### config.mk
export PLATFORM = sky130hd
export DESIGN_NAME = window_gen_3x3
export DESIGN_NICKNAME = d
export VERILOG_FILES = /design/src/rtl/window_gen_3x3.sv
export SDC_FILE = /design/constraint.sdc
export NUM_CORES = 1
export LEC_CHECK = 0
export ABC_AREA = 1
export ABC_CLOCK_PERIOD_IN_PS = 2350
export BUFFER_PORTS_ARGS = -buffer_cell sky130_fd_sc_hd__buf_2
export CAP_MARGIN = 20
export CORE_ASPECT_RATIO = 2
export CORE_MARGIN = 5
export CORE_UTILIZATION = 50
export CTS_CLUSTER_DIAMETER = 60
export DETAILED_ROUTE_END_ITERATION = 16
export MAX_ROUTING_LAYER = met4
export PLACE_DENSITY = 0.8
export SETUP_SLACK_MARGIN = 0.02
export SYNTH_ARGS = -nofsm -noshare
export SYNTH_HDL_FRONTEND = slang
export SYNTH_SLANG_ARGS = --single-unit
### constraint.sdc
create_clock -name clk -period 2.35 [get_ports clk]
set_input_delay 0.1175 -clock clk [delete_from_list [all_inputs] [get_ports clk]]
set_output_delay 0.1175 -clock clk [all_outputs]
set_load 0.02 [all_outputs]
### src/rtl/window_gen_3x3.sv
// window_gen_3x3: streaming 3x3 neighbourhood generator for a raster-order
// pixel stream. Two line buffers hold the previous two lines. A 3x3 shift
// window presents p1..p9 to a downstream kernel stage.
// Optional feature macro: SOF_SYNC_EN adds the sof_in frame-start input.
//
// Handshake: a beat moves on an interface only in a cycle where both valid and
// ready are high. in_ready is a pure combinational function of out_valid and
// out_ready, so it never depends on in_valid. out_valid and p1..p9 hold steady
// until the consumer takes the window.
module window_gen_3x3 #(
    parameter int PIX_W = 4,
    parameter int IMG_W = 8,
    parameter int IMG_H = 8
) (
    input  logic             clk,
    input  logic             rst_n,
    input  logic [PIX_W-1:0] pix_in,
    input  logic             in_valid,
    output logic             in_ready,
`ifdef SOF_SYNC_EN
    input  logic             sof_in,
`endif
    output logic [PIX_W-1:0] p1,
    output logic [PIX_W-1:0] p2,
    output logic [PIX_W-1:0] p3,
    output logic [PIX_W-1:0] p4,
    output logic [PIX_W-1:0] p5,
    output logic [PIX_W-1:0] p6,
    output logic [PIX_W-1:0] p7,
    output logic [PIX_W-1:0] p8,
    output logic [PIX_W-1:0] p9,
    output logic             out_valid,
    input  logic             out_ready,
    output logic             frame_done
);

    localparam int COL_W = $clog2(IMG_W);
    localparam int ROW_W = $clog2(IMG_H);
    localparam logic [COL_W-1:0] COL_LAST = COL_W'(IMG_W - 1);
    localparam logic [ROW_W-1:0] ROW_LAST = ROW_W'(IMG_H - 1);

    // Raster position of the next pixel to be accepted
    logic [COL_W-1:0] col_q, col_d;
    logic [ROW_W-1:0] row_q, row_d;

    // Output window (index 0..8 = p1..p9) and status flags
    logic [PIX_W-1:0] win_q [9];
    logic [PIX_W-1:0] win_d [9];
    logic             out_valid_q, out_valid_d;
    logic             frame_done_q, frame_done_d;

    // Line buffers: lb0 holds line r-2, lb1 holds line r-1 at the current column
    logic [PIX_W-1:0] lb0_q [IMG_W];
    logic [PIX_W-1:0] lb1_q [IMG_W];

    logic             accept;
    logic             sof_hit;
    logic [COL_W-1:0] pos_col;
    logic [ROW_W-1:0] pos_row;
    logic [PIX_W-1:0] top_pix;
    logic [PIX_W-1:0] mid_pix;

    assign in_ready = !out_valid_q || out_ready;
    assign accept   = in_valid && in_ready;

`ifdef SOF_SYNC_EN
    assign sof_hit = accept && sof_in;
`else
    assign sof_hit = 1'b0;
`endif

    // A start-of-frame beat is forced to (0,0) regardless of the counters
    assign pos_col = sof_hit ? '0 : col_q;
    assign pos_row = sof_hit ? '0 : row_q;
    assign top_pix = lb0_q[pos_col];
    assign mid_pix = lb1_q[pos_col];

    // Next-state logic for counters, window and status flags
    always_comb begin
        col_d        = col_q;
        row_d        = row_q;
        win_d        = win_q;
        out_valid_d  = out_valid_q && !out_ready;
        frame_done_d = 1'b0;
        if (accept) begin
            // Shift every window row left; new column enters on the right
            win_d[0] = win_q[1];
            win_d[1] = win_q[2];
            win_d[2] = top_pix;
            win_d[3] = win_q[4];
            win_d[4] = win_q[5];
            win_d[5] = mid_pix;
            win_d[6] = win_q[7];
            win_d[7] = win_q[8];
            win_d[8] = pix_in;
            // Only windows fully inside the frame are emitted. The first two
            // rows and columns only prime the buffers and the window.
            out_valid_d  = !sof_hit && (pos_row >= ROW_W'(2)) && (pos_col >= COL_W'(2));
            frame_done_d = !sof_hit && (pos_row == ROW_LAST) && (pos_col == COL_LAST);
            if (pos_col == COL_LAST) begin
                col_d = '0;
                row_d = (pos_row == ROW_LAST) ? '0 : pos_row + ROW_W'(1);
            end else begin
                col_d = pos_col + COL_W'(1);
                row_d = pos_row;
            end
        end
    end

    // Control and window registers with asynchronous reset
    always_ff @(posedge clk or negedge rst_n) begin
        if (!rst_n) begin
            col_q        <= '0;
            row_q        <= '0;
            out_valid_q  <= 1'b0;
            frame_done_q <= 1'b0;
            for (int i = 0; i < 9; i++) begin
                win_q[i] <= '0;
            end
        end else begin
            col_q        <= col_d;
            row_q        <= row_d;
            out_valid_q  <= out_valid_d;
            frame_done_q <= frame_done_d;
            win_q        <= win_d;
        end
    end

    // Line buffers rotate at the accepted column. They are not reset because
    // stale contents never reach an emitted window.
    always_ff @(posedge clk) begin
        if (accept) begin
            lb0_q[pos_col] <= mid_pix;
            lb1_q[pos_col] <= pix_in;
        end
    end

    assign p1         = win_q[0];
    assign p2         = win_q[1];
    assign p3         = win_q[2];
    assign p4         = win_q[3];
    assign p5         = win_q[4];
    assign p6         = win_q[5];
    assign p7         = win_q[6];
    assign p8         = win_q[7];
    assign p9         = win_q[8];
    assign out_valid  = out_valid_q;
    assign frame_done = frame_done_q;

endmodule

==> impl_metrics.csv <==
group,metric,value,unit
run_status,status,"finished, final reports clean",
layout,antenna_cells,0,
clock_network,cts_tree,"done",
global_route,met2_usage,33.8,%
layout,area_growth,14.9,%
clock_network,clk_path_buf_depth,2,
routing,dr_total_vias,3139,
layout,final_nets,502,
place,dpl.hpwl,6.41,mm
clock_network,cts_htree_levels,3,
global_route,antenna_found_initial,0,
critical_path,worst_ep_required_time,2.63,ns
synth,synth.avg_cell_area,10.2,µm²
floorplanning,initial_core_util,51.1,%
clock_network,clock-sinks,108,
clock_network,cts-buffers-inserted,9,
synth,ys_seq_area_share,68.4,%
floorplanning,dieWidth,76.5,µm
global_route,first_global_vias,3180,
critical_path,reg2reg_slack,0.51,ns
critical_path,r2r_start,"col_q[0]",
routing,wl_per_cell,15.8,µm
power_and_ir_drop,power,6.88,mW
sta,worstMarginPinSlew,0.940,ns
layout,seqCellArea,0.00302,mm²
critical_path,critical_path.startpoint_type,"register",
routing,drt-initial-drc-count,172,
clock_network,cts_root_buffer,"clkbuf_16",
clock_network,path_clk_slew,0.07,ns
job,maxCapViolations,0,
sta,setup_viol,0,
floorplanning,num_io_pins,47,
clock_network,cts_setup_buffers,0,
sta,fin_crit_sh,78.4,%
layout,final_cell_mix,"234 x nand2_1, 64 x edfxtp_1, 46 x buf_2",
floorplanning,die_y,143,µm
sta,tns,0,ns
synth,synthCells,435,
routing,wirelength,9.35,mm
synth,synth_cell_type_count,20,
global_route,grtUsageTotal,18.7,%
sta,timing.hold.ws,0.0780,ns
place,gp_congestion,0.825,
layout,final_common_cell,"nand2_1",
global_route,use_met1,19.6,%
global_route,grt_max_degree,45,
layout,multi_input_comb_area,0.00123,mm²
sta,hold_viol_final,0,
critical_path,setup.worst_path.start,"col_q[0]",
routing,viasPerCell,5.29,
global_route,grtUsageMet3,2.78,%
layout,drive_gt1_share,16.6,%
min_path,worstHoldStart,"out_ready",
synth,synth_seq_cells,108,
layout,utilization,58.7,%
power_and_ir_drop,vdd_ir_drop_max,0.000814,V
routing,ant_nets,0,
power_and_ir_drop,p_per_area,1350,mW/mm²
critical_path,arrival,2.12,ns
critical_path,cp_max_fo,37,
synth,syn_area,0.00442,mm²
place,portBuffers,46,
global_route,grt-busiest-layer,"met2",
clock_network,worst_skew_pair.late_latency,0.34,ns
global_route,grt_first_pass_wirelength,15.5,mm
routing,drtPass1Iterations,4,
sta,period_needed,1.84,ns
routing,drcViolationCount,0,
sta,finClkSkew,0.00567,ns
critical_path,worstSetupPathType,"reg2reg",
synth,yosys_warnings,0,
global_route,grt_remaining_overflow,0,
critical_path,crit_path_end_kind,"register",
sta,rsz0062_at_grt,"no",
layout,fillerInstances,708,
synth,synth.net_count,449,
sta,fmax,0.543,GHz
floorplanning,core.rowCount,48,
power_and_ir_drop,p_leak,2.44,nW
floorplanning,die_area,0.0109,mm²
sta,slew_headroom,37.3,%
min_path,hp-class,"in2reg",
sta,drv_slew,0,
floorplanning,core-area,0.00865,mm²
-- worst paths after layout --
path / depth (start not counted) / end
max: 9 / p6[3]
min in group asynchronous: 2 / p4[2]
min reg2reg: 2 / p4[0]
min: 4 / out_valid
max in group asynchronous: 2 / col_q[2]
max reg2reg: 9 / p6[3]
-- through the flow --
| stage | worst slack (ns) | std cells | area [µm²] |
|---|---|---|---|
| 6_report | 0.507 | 593 | 5080 |
| 4_1_cts | 0.502 | 593 | 5080 |
| 3_5_place_dp | 0.585 | 576 | 4790 |
| 5_1_grt | 0.314 | 593 | 5080 |
| 3_3_place_gp | 0.637 | 576 | 4790 |
| 2_1_floorplan | 0.126 | 435 | 4420 |
-- critical path, cell delays in order, from the launching register on --
cell and delay (ns):
dfrtp_1 0.39, inv_2 0.48, nand2_1 0.10, nand2_1 0.09
nand2_1 0.07, nand2_1 0.09, nand2_1 0.07, nand2_1 0.29
nand2_1 0.10, nand2_1 0.07
-- cell type report --
type                       instances  share of cell area [%]
clock inverter                     5                   0.665
multi-input combinational        293                    24.2
inverter                          12                   0.887
tap                              100                    2.46
sequential                       108                    59.5
timing repair buffer              64                    7.49
clock buffer                      11                    4.78
-- metal layers --
metal | up-vias | wire length (µm)
met1 | 1513 | 3430
li1 | 1523 | -
met4 | 0 | 262
met5 | - | 0
met2 | 86 | 5260
met3 | 17 | 398
-- logic make-up after synthesis --
| group | Yosys count | share of synthesized area (%) |
|---|---|---|
| compound gates | 13 | 1.53 |
| fa+ha+maj | 6 | 1.70 |
| simple gates | 274 | 24.6 |
| flops | 108 | 68.4 |
| buf+inv | 34 | 3.79 |
-- flip-flops by register name, summed over array words and instances, names as in the netlist --
name        cells
lb0_q          32
lb1_q          32
p1              4
p2              4
p3              4
p4              4
p5              4
p6              4
p7              4
p8              4
p9              4
col_q           3
pos_row         3
frame_done      1
out_valid       1
-- cells in the mapped netlist --
cell type	instances	area share, %
buf_4	2	0.34
edfxtp_1	64	43
nand2_1	234	20
clkbuf_1	4	0.34
buf_6	2	0.51
dfrtp_1	44	25
o21ai_0	5	0.57
o31ai_1	1	0.17
buf_2	14	1.6
nor4_1	6	0.85
ha_1	6	1.7
nand4_1	10	1.4
nor3_1	3	0.34
nor2_1	11	0.93
inv_1	9	0.76
a21oi_1	2	0.23
nor2_2	1	0.14
nand3_1	9	1.0
o21ai_1	5	0.57
inv_2	3	0.25
-- repair_timing --
action,CTS,global route
endpoints found under the hold margin,44,0
hold buffers,1,0
gates resized for setup,0,0
-- power breakdown --
| group | total, mW | leakage (nW) | internal (mW) | switching [mW] |
|---|---|---|---|---|
| clock network | 1.40 | 0.137 | 0.751 | 0.645 |
| registers | 2.94 | 1.14 | 2.67 | 0.266 |
| logic | 2.54 | 1.16 | 0.719 | 1.82 |
Note: power is estimated with default switching activity, not from simulation.
